File: config.mk
export PLATFORM = sky130hd
export DESIGN_NAME = net_host_if
export DESIGN_NICKNAME = d
export VERILOG_FILES = /design/src/rtl/net_host_if.sv
export SDC_FILE = /design/constraint.sdc
export NUM_CORES = 1
export LEC_CHECK = 0
export CAP_MARGIN = 10
export CORE_UTILIZATION = 50
export CTS_BUF_LIST = sky130_fd_sc_hd__clkbuf_8
export DETAILED_ROUTE_END_ITERATION = 8
export PLACE_DENSITY = 0.78
export SETUP_SLACK_MARGIN = 0.02
export SLEW_MARGIN = 10
export SYNTH_ARGS = -nofsm -noshare
export SYNTH_HDL_FRONTEND = slang
export SYNTH_SLANG_ARGS = --single-unit
File: constraint.sdc
create_clock -name clk -period 3.6 [get_ports clk]
set_clock_uncertainty 0.1 [all_clocks]
set_input_delay 0.72 -clock clk [delete_from_list [all_inputs] [get_ports clk]]
set_output_delay 0.72 -clock clk [all_outputs]
set_load 0.05 [all_outputs]
File: src/rtl/net_host_if.sv
// Host-side sequencer for net_proc: clears and loads one image, starts inference, returns the class.
// Optional RUN watchdog enabled by defining NET_HOST_IF_TIMEOUT_EN.
module net_host_if #(
  parameter int unsigned IMG_BYTES      = 784,
  parameter int unsigned TIMEOUT_CYCLES = 2**20
) (
  input  logic       clk,
  input  logic       rst,
  input  logic       in_valid,
  input  logic [7:0] in_data,
  output logic       in_ready,
  output logic       res_valid,
  input  logic       res_ready,
  output logic [3:0] res_idx,
  output logic       res_err,
  output logic       busy,
  output logic       ext_mem_rst,
  output logic       ext_mem_we,
  output logic [7:0] ext_mem_wdata,
  output logic       net_start,
  input  logic       net_done,
  input  logic [3:0] net_max_idx
);

  localparam int unsigned CW = $clog2(IMG_BYTES + 1);

  if ((IMG_BYTES < 1) || (IMG_BYTES > 945) || (TIMEOUT_CYCLES < 1)) begin : g_bad_cfg
    $error("net_host_if: illegal parameter values");
  end

  typedef enum logic [2:0] {IDLE, CLR, LOAD, START, RUN, RESULT} state_t;

  state_t        state, state_d;
  logic [CW-1:0] cnt, cnt_d;
  logic          run_first, run_first_d;
  logic          in_ready_d, ext_mem_rst_d, ext_mem_we_d, net_start_d;
  logic          res_valid_d, res_err_d, busy_d;
  logic [7:0]    wdata_d;
  logic [3:0]    res_idx_d;
  logic          hs;

`ifdef NET_HOST_IF_TIMEOUT_EN
  localparam int unsigned TW = $clog2(TIMEOUT_CYCLES + 1);
  logic [TW-1:0] tcnt, tcnt_d;
`endif

  assign hs = in_valid && in_ready;

  always_comb begin
    state_d       = state;
    cnt_d         = cnt;
    run_first_d   = 1'b0;
    in_ready_d    = 1'b0;
    ext_mem_rst_d = 1'b0;
    ext_mem_we_d  = 1'b0;
    wdata_d       = ext_mem_wdata;
    net_start_d   = 1'b0;
    res_valid_d   = res_valid;
    res_idx_d     = res_idx;
    res_err_d     = res_err;
`ifdef NET_HOST_IF_TIMEOUT_EN
    tcnt_d        = tcnt;
`endif
    unique case (state)
      IDLE: begin
        if (in_valid) begin
          state_d       = CLR;
          ext_mem_rst_d = 1'b1;
          cnt_d         = '0;
        end
      end
      CLR: begin
        state_d    = LOAD;
        in_ready_d = 1'b1;
      end
      LOAD: begin
        if (hs) begin
          ext_mem_we_d = 1'b1;
          wdata_d      = in_data;
          cnt_d        = cnt + 1'b1;
        end
        // One extra LOAD cycle after the final accept lets the last write land before start.
        if (cnt == CW'(IMG_BYTES)) begin
          state_d     = START;
          net_start_d = 1'b1;
        end else begin
          in_ready_d = !(hs && (cnt == CW'(IMG_BYTES - 1)));
        end
      end
      START: begin
        state_d     = RUN;
        run_first_d = 1'b1;
`ifdef NET_HOST_IF_TIMEOUT_EN
        tcnt_d      = '0;
`endif
      end
      RUN: begin
`ifdef NET_HOST_IF_TIMEOUT_EN
        tcnt_d = tcnt + 1'b1;
`endif
        // done is stale during the first RUN cycle, so it only counts from the second on.
        if (!run_first && net_done) begin
          res_idx_d   = net_max_idx;
          res_err_d   = 1'b0;
          res_valid_d = 1'b1;
          state_d     = RESULT;
        end
`ifdef NET_HOST_IF_TIMEOUT_EN
        else if (tcnt == TW'(TIMEOUT_CYCLES - 1)) begin
          res_idx_d   = 4'hF;
          res_err_d   = 1'b1;
          res_valid_d = 1'b1;
          state_d     = RESULT;
        end
`endif
      end
      RESULT: begin
        if (res_ready) begin
          res_valid_d = 1'b0;
          state_d     = IDLE;
        end
      end
      default: state_d = IDLE;
    endcase
    busy_d = (state_d != IDLE);
  end

  always_ff @(posedge clk or posedge rst) begin
    if (rst) begin
      state         <= IDLE;
      cnt           <= '0;
      run_first     <= 1'b0;
      in_ready      <= 1'b0;
      ext_mem_rst   <= 1'b0;
      ext_mem_we    <= 1'b0;
      ext_mem_wdata <= '0;
      net_start     <= 1'b0;
      res_valid     <= 1'b0;
      res_idx       <= '0;
      busy          <= 1'b0;
    end else begin
      state         <= state_d;
      cnt           <= cnt_d;
      run_first     <= run_first_d;
      in_ready      <= in_ready_d;
      ext_mem_rst   <= ext_mem_rst_d;
      ext_mem_we    <= ext_mem_we_d;
      ext_mem_wdata <= wdata_d;
      net_start     <= net_start_d;
      res_valid     <= res_valid_d;
      res_idx       <= res_idx_d;
      busy          <= busy_d;
    end
  end

`ifdef NET_HOST_IF_TIMEOUT_EN
  always_ff @(posedge clk or posedge rst) begin
    if (rst) begin
      tcnt    <= '0;
      res_err <= 1'b0;
    end else begin
      tcnt    <= tcnt_d;
      res_err <= res_err_d;
    end
  end
`else
  logic unused_err;
  assign unused_err = res_err_d;
  assign res_err    = 1'b0;
`endif

endmodule

; After elaboration in Yosys (flattened, before gate mapping)
; Cells that the tools add are included.
[op_classes]
eq_ne = 11
n_mux = 20
reduce_logical = 13
addsub = 1
[op_table]
columns = cell, count
row1 = "== test 10 bit, second input constant", 2
row2 = two-way mux 10 bit, 2
row3 = one-hot mux 10 bit (2 select lines), 1
row4 = one-hot mux 3 bit (6 select lines), 1
row5 = two-way mux 3 bit, 4
row6 = "adder 10 x 1 -> 10 bit, second input constant", 1
row7 = two-way mux 1 bit, 10
row8 = "inequality test 2 bit, second input constant", 4
row9 = "== test 3 x 2 -> 1 bit, second input constant", 2
row10 = "== test 3 bit, second input constant", 2
row11 = AND reduction 3 bit, 2
row12 = one-hot mux 1 bit (2 select lines), 2
row13 = AND reduction 2 bit, 2
row14 = nonzero test 2 bit, 2
row15 = "== test 3 x 1 -> 1 bit, second input constant", 1
row16 = logical AND 1 bit, 3
row17 = logical NOT 3 bit, 1
row18 = nonzero test 3 bit, 1
row19 = logical NOT 1 bit, 2
[totals]
regBits = 32
input_bits = 17
word_cells = 56

; Logic depth before layout (Yosys ltp)
; Gate-level depths: netlist of the first run.
[logic_depth]
ltp_word = 5
mapped_depth = 7
ltp_nobuf = 6

; Least setup slack after synthesis of the first run
; Ideal clock, no wire load.
[synth_timing]
kind = input to register
startpoint = in in_valid
endpoint = reg cnt[9]
stages = 5
t_required_ns = 3.423
path_buffers = 1
arrival_ns = 2.081
setup_slack_ns = 1.341
cell_sequence = or3b_4 or2_1 buf_6 or4_1 a21oi_1
[synth_via]
elab_chain_len = 3
word_cells_on_any_way = 4
[synth_rtl]
columns = element, line
row1 = start: declaration, 9  ; input logic in_valid,
row2 = logical AND 1 bit, 47  ; assign hs = in_valid && in_ready;
row3 = inequality test 2 bit (no source line), n/a
row4 = AND reduction 3 bit (no source line) *, n/a
row5 = end signal: assignment, 143  ; cnt <= cnt_d;
row6 = end: declaration, 34  ; logic [CW-1:0] cnt, cnt_d;
; Every way passes the cells marked *; elsewhere a longest branch is shown, timed or not.
; A chain may end at the register's enable or synchronous reset.

; Worst setup path in the final report of the first run
[layout_timing]
startpoint = in in_valid
endpoint = reg cnt[7]
; The elaborated chain is that of the path after synthesis.

==> results.py, run 1 <==
metrics = {
    "outcome": {
        "outcome": "finished, final reports clean",
    },
    "floorplan": {
        "pin_count": 36,
        "rows": 19,
        "die_x_um": 55.9,
        "die_area_sq_um": 3130,
        "design.core.area_sq_um": 2760,
        "die_height_um": 55.9,
        "start_util_pct": 52.7,
    },
    "finish": {
        "ff_latch_area_sq_um": 801,
        "n_antenna_cell": 0,
        "syn2layout_area_growth_pct": 30.1,
        "fill_cells": 207,
        "design_area_sq_um": 1890,
        "final_cell_mix": "36 x nand2_1, 34 x clkdlybuf4s50_1, 32 x dfrtp_1",
        "nets": 200,
        "final_common_cell": "nand2_1",
        "multiInputGateArea_sq_um": 577,
        "final_core_util_pct": 68.6,
        "drive_gt1_share_pct": 10.4,
    },
    "logic_synthesis": {
        "syn_nets": 165,
        "synth_ff_type": "dfrtp_1",
        "yosys_warnings": 0,
        "seq_area_frac_synth_pct": 55.1,
        "synthTopCellsByArea": "dfrtp_1 55%, nand2_1 9.3%, mux2_2 3.1%, xnor2_1 2.4%, o21ai_0 2.1%",
        "async_reset_ff_share_pct": 100,
        "synth-seq-cells": 32,
        "yosysUniqueCellTypes": 39,
        "synth_edf_count": 0,
        "synth.avg_cell_area_sq_um": 9.96,
        "synth_area_sq_um": 1450,
        "synth_top_area_share_pct": 55.1,
        "syn_inst": 146,
        "synth_top_cell_by_area": "dfrtp_1",
    },
    "timing": {
        "rsz0062_at_grt": "no",
        "setup_slack_ps": 981,
        "fmax_mhz": 382,
        "fin_crit_ps": 2620,
        "slew_viol_final": 0,
        "hold_viol_final": 0,
        "fin_crit_sh_pct": 72.8,
        "hold_slack_ps": 374,
        "worst_slew_pin_slew_ps": 520,
        "finalSetupTns_ps": 0,
        "slew_headroom_pct": 65.2,
        "setup_viol": 0,
    },
    "worst_setup_path": {
        "critical_path_peak_fanout": 15,
        "critPathLaunchType": "input pin",
        "worst-endpoint-arrival_ps": 2740,
        "crit_type": "in2reg",
        "endpoint_kind": "flop",
        "required_ps": 3720,
        "r2r_start": "state[0]$_DFF_PP0_",
        "startpoint": "in_valid",
    },
    "cts": {
        "cts_max_level": 2,
        "cts_sinks": 32,
        "clkLatencyLatePin_ps": 290,
        "clock-root-buffer": "clkbuf_8",
        "clk_path_buf_depth": 2,
        "numCtsBuffers": 5,
        "ctsResizeCount": 0,
        "path_clk_slew_ps": 70,
        "cts_tree": "yes",
        "ctsHoldBuffers": 0,
        "cts_setup_buffers": 0,
    },
    "power": {
        "clkPwrFrac_pct": 18.2,
        "vdd_drop_max_v": 0.000706,
        "swShare_pct": 43.9,
        "p_int_uw": 894,
        "leakage_nw": 0.832,
        "power_switching_uw": 701,
        "seqPwrFrac_pct": 35.0,
        "power.density_nw_per_um2": 843,
        "power_frac_comb_pct": 46.8,
    },
    "global_routing": {
        "first_global_vias": 1156,
        "grt_max_degree": 33,
        "grt_first_pass_wirelength_mm": 4.86,
        "overflow": 0,
        "antenna_found_initial": 0,
        "grt_util_all_layers_pct": 21.3,
    },
    "detailed_routing": {
        "firstDrtPassIters": 4,
        "wl_mm": 2.76,
        "drt_first_iter_violations": 32,
        "avgRoutedWirePerCell_um": 13.0,
        "drc": 0,
        "antenna_left": 0,
        "vias_per_cell": 5.20,
        "vias": 1108,
    },
    "placement": {
        "placed_cell_area_sq_um": 1790,
        "portBuffers": 34,
        "dp_slack_ps": 673,
        "place_congestion": 0.949,
        "place_hpwl_mm": 1.98,
    },
    "worst_hold_path": {
        "hold_path_class": "reg2reg",
        "hp-start": "ext_mem_wdata[0]$_DFFE_PP0P_",
    },
    "run": {
        "max-cap-violations": 0,
    },
}
## critical path: stages
cell	delay [ps]
clkdlybuf4s50_1	470
or3b_4	410
or2_1	420
or4_1	560
a21oi_1	150
## cell type report
type                    instances  share of cell area [%]
well taps                      31                    2.05
repair buffers                 35                    18.4
multi-input cells              99                    30.5
inverters                       8                    1.59
flip-flops and latches         32                    42.3
clock inverters                 2                   0.794
clock buffers                   6                    4.37
## final timing paths
| path | depth (start not counted) | end | slack (ps) |
|---|---|---|---|
| setup / recovery | 5 | cnt[7]$_DFFE_PP0P_ | 980 |
| hold / removal | 2 | ext_mem_wdata[0]$_DFFE_PP0P_ | 370 |
| setup reg to reg | 4 | cnt[7]$_DFFE_PP0P_ | 1370 |
| hold reg to reg | 2 | ext_mem_wdata[0]$_DFFE_PP0P_ | 370 |
| max in group asynchronous | 3 | state[2]$_DFF_PP0_ | 2410 |
| min in group asynchronous | 3 | res_idx[3]$_DFFE_PP0P_ | 700 |
## sequential cells by signal, summed over array words and instances, names as in the netlist
name / count
res_idx: 4
ext_mem_rst: 1
ext_mem_we: 1
state: 3
net_start: 1
res_valid: 1
run_first: 1
in_ready: 1
busy: 1
ext_mem_wdata: 8
cnt: 10
## power by group through the flow
stage | Clock, mW | Sequential (mW) | Combinational, mW
after global routing | 0.311 | 0.576 | 0.799
after floorplan | 0 | 0.830 | 0.259
final | 0.291 | 0.559 | 0.746
after global placement | 0 | 0.562 | 0.731
after CTS | 0.298 | 0.560 | 0.752
after detailed placement | 0 | 0.564 | 0.747
## metrics by stage
stage	instances	power, mW
2_1_floorplan	146	1.09
3_3_place_gp	205	1.29
3_5_place_dp	205	1.31
4_1_cts	213	1.61
5_1_grt	213	1.69
6_report	213	1.60
## cell families (layout without fill, tap and decap cells)
kind of cell               count (synthesis)  after routing  synth area share [%]
AOI/OAI and AO/OA                         19             19                  8.69
xor gates and xnor gates                   4              4                  2.41
adders and majority gates                  2              2                  1.72
buffers and inverters                     15             51                  5.25
DFF                                       32             32                  55.1
muxes                                      4              4                  3.10
other                                      1              1                 0.258
and+or+nand+nor                           69             69                  23.5
## synth_stat cells (2+ instances only)
cell       n
inv_1      7
o211ai_1   2
ha_1       2
dfrtp_1   32
buf_6      2
or4_1      3
nor2_1     7
mux2_2     4
or2_2      2
or2_1      2
nand2_1   36
clkbuf_1   3
a21oi_1    2
nor4_1     3
nand3_1    4
o21ai_0    6
o31ai_1    4
xnor2_1    4
## metal layers
metal  global-route usage [%]  vias up  share of wire (%)  wire, um
li1                         -      558                  -         -
met1                     24.8      508                 44      1210
met2                     31.3       34                 46      1280
met3                     9.07        8                6.5       180
met5                        0        -                  0         0
met4                     15.3        0                3.3        92
No activity file was read; power rests on OpenSTA's default activity.
==> run 2, diff against run 1 <==
clock period = 2.47 ns   (was 3.6 ns; I/O delays follow)
==> results.py, run 2 (synthesis results as in run 1) <==
metrics = {
    "outcome": {
        "outcome": "finished, final reports clean",
    },
    "worst_setup_path": {
        "r2r_cells": 4,
        "required_ps": 2590,
        "endpoint_kind": "flop",
        "worst-endpoint-arrival_ps": 2260,
        "slowest_delay_ps": 510,
        "critical_path_peak_fanout": 4,
        "critical-path-slowest-cell": "or4_1",
        "crit_type": "in2reg",
        "critPathLaunchType": "input pin",
        "cp_cell_sequence": "clkdlybuf4s50_1, or3b_4, or2_1, or4_1, a21oi_1",
    },
    "floorplan": {
        "start_util_pct": 52.7,
        "die_x_um": 55.9,
        "pin_count": 36,
        "rows": 19,
        "die_height_um": 55.9,
        "die_area_sq_um": 3130,
        "design.core.area_sq_um": 2760,
    },
    "cts": {
        "clock-root-buffer": "clkbuf_8",
        "cts_max_level": 2,
        "numCtsBuffers": 5,
        "clkLatencyLatePin_ps": 290,
        "cts_tree": "yes",
        "cts_setup_buffers": 0,
        "ctsResizeCount": 0,
        "ctsHoldBuffers": 0,
        "path_clk_slew_ps": 70,
        "clk_path_buf_depth": 2,
        "cts_sinks": 32,
    },
    "placement": {
        "place_hpwl_mm": 2.15,
        "place_congestion": 0.852,
        "dp_slack_ps": 32.9,
        "portBuffers": 34,
    },
    "timing": {
        "slew_headroom_pct": 66.0,
        "setup_viol": 0,
        "fin_crit_ps": 2150,
        "setup_slack_ps": 323,
        "finalSetupTns_ps": 0,
        "rsz0062_at_grt": "no",
        "slew_viol_final": 0,
        "fmax_mhz": 466,
        "worst_slew_pin_slew_ps": 508,
        "fin_crit_sh_pct": 86.9,
        "hold_viol_final": 0,
    },
    "global_routing": {
        "grt_max_degree": 33,
        "antenna_found_initial": 0,
        "grt_first_pass_wirelength_mm": 5.02,
        "overflow": 0,
        "grt_util_all_layers_pct": 21.6,
        "first_global_vias": 1164,
    },
    "finish": {
        "syn2layout_area_growth_pct": 32.4,
        "nets": 203,
        "final_cell_mix": "36 x nand2_1, 34 x clkdlybuf4s50_1, 32 x dfrtp_1",
        "largest_reg_flops": 10,
        "top_register": "cnt",
        "top_regs": "cnt (10), ext_mem_wdata (8), res_idx (4)",
        "final_common_cell": "nand2_1",
        "n_antenna_cell": 0,
        "final_core_util_pct": 69.8,
        "drive_gt1_share_pct": 11.4,
    },
    "run": {
        "max-cap-violations": 0,
    },
    "power": {
        "vdd_drop_max_v": 0.000969,
        "power.density_nw_per_um2": 1260,
        "leakage_nw": 0.861,
    },
    "detailed_routing": {
        "drc": 0,
        "antenna_left": 0,
        "wl_mm": 2.95,
        "vias": 1174,
        "avgRoutedWirePerCell_um": 13.7,
        "vias_per_cell": 5.44,
        "drt_first_iter_violations": 38,
        "firstDrtPassIters": 4,
    },
    "worst_hold_path": {
        "hold_path_class": "reg2reg",
        "whs_path_depth": 2,
    },
}
## run 2: cell count changes in the layout (fill, tap and decap cells not counted)
cell	before	now
buf_4	1	4
bufinv_16	0	1
clkbuf_8	6	5
clkinv_2	0	1
clkinvlp_4	2	0
inv_1	7	8
## run 2: routing by layer
layer	wire length [um]	GRT usage [%]	up-vias	share of wire, %
li1	-	-	563	-
met1	1310	24.3	570	44
met2	1430	34.6	32	48
met3	151	6.74	9	5.1
met4	68	15.3	0	2.3
met5	0	0	-	0
## run 2: worst paths after layout
kind	slack, ps	from	endpoint
min in group asynchronous	490	rst	ext_mem_wdata[3]$_DFFE_PP0P_
setup / recovery	320	in_valid	cnt[7]$_DFFE_PP0P_
max in group asynchronous	1480	rst	ext_mem_rst$_DFF_PP0_
hold reg to reg	390	ext_mem_wdata[4]$_DFFE_PP0P_	ext_mem_wdata[4]$_DFFE_PP0P_
setup reg to reg	470	state[0]$_DFF_PP0_	cnt[7]$_DFFE_PP0P_
hold / removal	390	ext_mem_wdata[4]$_DFFE_PP0P_	ext_mem_wdata[4]$_DFFE_PP0P_
## run 2: area by class of cell
type / instances / area (sq um)
multi-input combinational: 99 / 577
clock buffer: 5 / 68.8
tap: 31 / 38.8
inverter: 8 / 30.0
fill: 218 / 833
clock inverter: 3 / 38.8
timing repair buffer: 38 / 370
sequential: 32 / 801
## run 2: critical path, delay by kind of cell
family	cells	cell delay, ps
compound gates	1	150
simple gates	3	1160
buf+inv	1	470
## run 2: per-stage QoR
| stage | instance area [sq um] | cells | hold WS [ps] | power [mW] |
|---|---|---|---|---|
| after global placement | 1820 | 208 | 362 | 1.91 |
| after floorplan | 1450 | 146 | 404 | 1.59 |
| after global routing | 1920 | 216 | 416 | 2.54 |
| after CTS | 1920 | 216 | 393 | 2.44 |
| after detailed placement | 1820 | 208 | 369 | 1.94 |
| final | 1920 | 216 | 387 | 2.42 |
## run 2: power breakdown
group	internal [mW]	switching, mW	total [mW]
Clock	0.295	0.195	0.490
Sequential	0.687	0.125	0.812
Combinational	0.409	0.706	1.12
Total	1.39	1.03	2.42
==> run 3, diff against run 2 <==
CORE_UTILIZATION = 64   (was 50)
DONT_BUFFER_PORTS = 1   (was not set)
PLACE_DENSITY = 0.77   (was 0.78)
TNS_END_PERCENT = 100   (was not set)
==> results.py, run 3 (synthesis results as in run 1) <==
metrics = {
    "detailed_routing": {
        "drc": 0,
        "vias_per_cell": 5.66,
        "avgRoutedWirePerCell_um": 14.0,
        "vias": 1001,
        "firstDrtPassIters": 4,
        "antenna_left": 0,
        "drt_first_iter_violations": 17,
        "wl_mm": 2.48,
    },
    "worst_setup_path": {
        "crit_cells": 4,
        "reg2reg_to": "cnt[9]$_DFFE_PP0P_",
        "crit_type": "reg2reg",
        "endpoint": "cnt[9]$_DFFE_PP0P_",
        "rrSetupSlack_ps": 350,
        "critPathLaunchType": "flop",
        "critical_path_peak_fanout": 9,
        "worst-endpoint-arrival_ps": 2220,
        "slowest_delay_ps": 520,
        "endpoint_kind": "flop",
        "cp_cell_sequence": "or3b_4, or2_1, or4_1, a21oi_1",
        "r2r_start": "state[0]$_DFF_PP0_",
        "required_ps": 2580,
        "crit_family": "simple AND/OR/NAND/NOR gates",
        "r2r_cells": 4,
        "critical-path-slowest-cell": "or4_1",
        "startpoint": "state[0]$_DFF_PP0_",
        "crit_buf_inv": 0,
    },
    "outcome": {
        "outcome": "finished, final reports clean",
    },
    "power": {
        "swShare_pct": 48.2,
        "vdd_drop_max_v": 0.00102,
        "leakage_nw": 0.708,
        "clkPwrFrac_pct": 19.4,
        "power_frac_comb_pct": 21.1,
        "seqPwrFrac_pct": 59.5,
        "p_total_mw": 2.05,
        "power.density_nw_per_um2": 1320,
        "p_int_mw": 1.06,
        "power_switching_uw": 989,
    },
    "finish": {
        "drive_gt1_share_pct": 14.0,
        "nets": 168,
        "design_area_sq_um": 1560,
        "final_core_util_pct": 76.2,
        "n_antenna_cell": 0,
        "fill_cells": 138,
        "final_cell_mix": "36 x nand2_1, 32 x dfrtp_1, 7 x inv_1, 7 x nor2_1, 6 x o21ai_0",
        "final_common_cell": "nand2_1",
        "top_regs": "cnt (10), ext_mem_wdata (8), res_idx (4)",
        "largest_reg_flops": 10,
        "syn2layout_area_growth_pct": 7.06,
        "top_register": "cnt",
    },
    "placement": {
        "place_hpwl_mm": 1.81,
        "place_congestion": 0.787,
        "placed_cell_area_sq_um": 1460,
        "portBuffers": 0,
    },
    "global_routing": {
        "grt_util_all_layers_pct": 22.9,
        "first_global_vias": 943,
        "use_met1_pct": 27.0,
        "busiest_layer": "met2",
        "grt_max_degree": 33,
        "met2_usage_pct": 37.2,
        "use_met3_pct": 9.57,
        "antenna_found_initial": 0,
        "grt_first_pass_wirelength_mm": 4.06,
        "overflow": 0,
    },
    "floorplan": {
        "die_x_um": 49.7,
        "die_area_sq_um": 2470,
        "start_util_pct": 71.2,
        "die_height_um": 49.7,
        "design.core.area_sq_um": 2040,
        "rows": 16,
        "pin_count": 36,
    },
    "timing": {
        "rsz0062_at_grt": "no",
        "fmax_mhz": 472,
        "fin_crit_ps": 2120,
        "slew_viol_final": 0,
        "finalSetupTns_ps": 0,
        "setup_viol": 0,
        "hold_viol_final": 0,
        "fin_crit_sh_pct": 85.7,
    },
    "cts": {
        "cts_tree": "yes",
        "clock-root-buffer": "clkbuf_8",
        "cts_max_level": 2,
        "numCtsBuffers": 5,
        "cts_setup_buffers": 0,
        "clkLatencyLatePin_ps": 280,
        "cts_sinks": 32,
        "ctsResizeCount": 0,
        "path_clk_slew_ps": 70,
        "ctsHoldBuffers": 0,
        "clk_path_buf_depth": 2,
    },
    "worst_hold_path": {
        "hold_path_class": "in2async",
    },
    "run": {
        "max-cap-violations": 0,
    },
}
-- run 3: changes by cell type in the layout (fill, tap and decap cells not counted), sizes merged --
cell | previous run | this run
buf | 4 | 3
clkinvlp | 0 | 2
inv | 8 | 7
bufinv | 1 | 0
clkdlybuf4s50 | 34 | 0
-- run 3: routing by layer --
metal / vias to the layer above / wire (um)
met4: 0 / 19
met3: 3 / 183
met2: 37 / 1190
li1: 495 / -
met5: - / 0
met1: 466 / 1090
-- run 3: final cells by class --
class	count	area, sq um	area share (%)
flip-flops and latches	32	801	51.4
multi-input cells	99	577	37.1
clock buffers	5	68.8	4.42
well taps	27	33.8	2.17
inverters	8	30.0	1.93
clock inverters	3	23.8	1.53
repair buffers	3	22.5	1.45
-- run 3: how the worst min path moves through the flow --
stage                        from                           end  cells past startpoint
3_3_place_gp                  rst            state[2]$_DFF_PP0_                      2
4_1_cts                       rst          ext_mem_we$_DFF_PP0_                      2
2_1_floorplan  cnt[1]$_DFFE_PP0P_            cnt[1]$_DFFE_PP0P_                      2
5_1_grt                       rst        res_idx[0]$_DFFE_PP0P_                      2
6_report                      rst  ext_mem_wdata[5]$_DFFE_PP0P_                      2
3_5_place_dp                  rst        res_idx[0]$_DFFE_PP0P_                      2
-- run 3: worst register-to-register path, cell delays in order, from the launching register on --
cell	delay, ps
dfrtp_1	470
or3b_4	460
or2_1	330
or4_1	520
a21oi_1	170
-- run 3: per-stage QoR --
step	worst slack [ps]	hold WS, ps	std cells
after global placement	446	381	169
after floorplan	426	404	146
after detailed placement	373	388	169
final	353	71.6	177
after CTS	351	77.1	177
after global routing	275	106	177
-- run 3: power by group through the flow --
stage / Clock, mW / Sequential, mW / Combinational, mW
6_report: 0.398 / 1.22 / 0.433
5_1_grt: 0.426 / 1.24 / 0.494
4_1_cts: 0.406 / 1.22 / 0.438
3_5_place_dp: 0 / 1.23 / 0.437
3_3_place_gp: 0 / 1.22 / 0.414
2_1_floorplan: 0 / 1.21 / 0.378
==> variant, RTL diff (flow settings as in run 2) <==
The parameter `IMG_BYTES` goes from 784 to 392.
--- a/src/rtl/net_host_if.sv
+++ b/src/rtl/net_host_if.sv
@@ -1,7 +1,7 @@
 // Host-side sequencer for net_proc: clears and loads one image, starts inference, returns the class.
 // Optional RUN watchdog enabled by defining NET_HOST_IF_TIMEOUT_EN.
 module net_host_if #(
-  parameter int unsigned IMG_BYTES      = 784,
+  parameter int unsigned IMG_BYTES      = 392,
   parameter int unsigned TIMEOUT_CYCLES = 2**20
 ) (
   input  logic       clk,
Check against the original RTL: no difference found for any inputs over 10 cycles, from zero or initial values and one cycle with rst high; that may be too few to reach the edited logic, so the function may still have changed.
==> variant against run 2 <==
- power fell by 0.19%
- sequential power fell by 3.3%
- synthesized area fell by 0.95%
- wire length rose by 3.6%
- largest power group unchanged
- setup slack improved by 0.055 ns
- sequential cell count fell by 1
- clock power rose by 5.5%
- final area fell by 0.91%
==> variant: results (changes against run 2) <==
| Metric | Value |
|---|---|
| Critical Path AT | `1.50 ns (was 2.26 ns)` |
| Reg2Reg Capture Point | `ext_mem_wdata[0] (was cnt[7])` |
| Drt first-iter violations | `67 (was 38)` |
| CP delay by family, top | `buffers and inverters (was simple AND/OR/NAND/NOR gates)` |
| Fillers | `214 (was 218)` |
| Hold Crit Start | `ext_mem_wdata[2] (was ext_mem_wdata[4])` |
| Layout cells sized above 1 | `14.55% (was 11.35%)` |
| Total Power | `2412 uW (was 2417 uW)` |
| Hold WS | `0.4124 ns (was 0.3865 ns)` |
| Fin cells | `196 (was 216)` |
| R2R setup slack | `0.43 ns (was 0.47 ns)` |
| Slowest Stage Delay on Critical Path | `0.82 ns (was 0.51 ns)` |
| Largest net degree at the start of global routing | `32 (was 33)` |
| Peak supply drop | `1118 uV (was 969.4 uV)` |
| CP endpoint | `in_ready (was cnt[7])` |
| Cells after synthesis | `130 (was 146)` |
| Cell Area, Placed | `1789 sq um (was 1817 sq um)` |
| Syn Nets | `149 (was 165)` |
| Status | `finished, final reports clean (unchanged)` |
| Post-Route WL | `3.059 mm (was 2.952 mm)` |
| PnR worst setup slack | `0.3788 ns (was 0.3233 ns)` |
| Synth top area cells | `dfrtp_1 (54%), mux2_2 (9.4%), mux2i_1 (2.8%), nand2_1 (2.6%), nand2b_1 (2.6%) (was dfrtp_1 (55%), nand2_1 (9.3%), mux2_2 (3.1%), xnor2_1 (2.4%), o21ai_0 (2.1%))` |
| Reg2reg start | `state[2] (was state[0])` |
| List of most frequent post-synthesis cells | `dfrtp_1 (31), mux2_2 (12), nand2_1 (10), inv_1 (7) (was nand2_1 (36), dfrtp_1 (32), inv_1 (7), nor2_1 (7), o21ai_0 (6))` |
| Register Area | `775.7 sq um (was 800.8 sq um)` |
| Register area share after synthesis | `53.87% (was 55.08%)` |
[variant: logic make-up (layout without fill, tap and decap cells)]
family / count (synthesis) / count (layout) / synth area share (%)
AOI/OAI and AO/OA: 17 / 17 / 7.385
DFF: 31 / 31 / 53.87
muxes: 16 / 16 / 12.16
adders and majority gates: 2 / 2 / 1.737
other: 1 / 1 / 0.2604
and+or+nand+nor: 47 / 47 / 19.81
buffers and inverters: 16 / 51 / 4.778
[variant: metal layers]
layer | vias to the layer above | track usage [%] | routed length [microns]
li1 | 524 | - | -
met1 | 558 | 26.54 | 1298
met2 | 33 | 37.69 | 1535
met3 | 7 | 8.372 | 179
met4 | 0 | 7.857 | 46
met5 | - | 0 | 0
[variant: final cells by class]
class / count / area share [%]
Sequential cell: 31 / 40.68
Multi-Input combinational cell: 83 / 31.23
Timing Repair Buffer: 35 / 18.24
Clock buffer: 6 / 4.331
Tap cell: 31 / 2.034
Clock inverter: 2 / 1.837
Inverter: 8 / 1.640
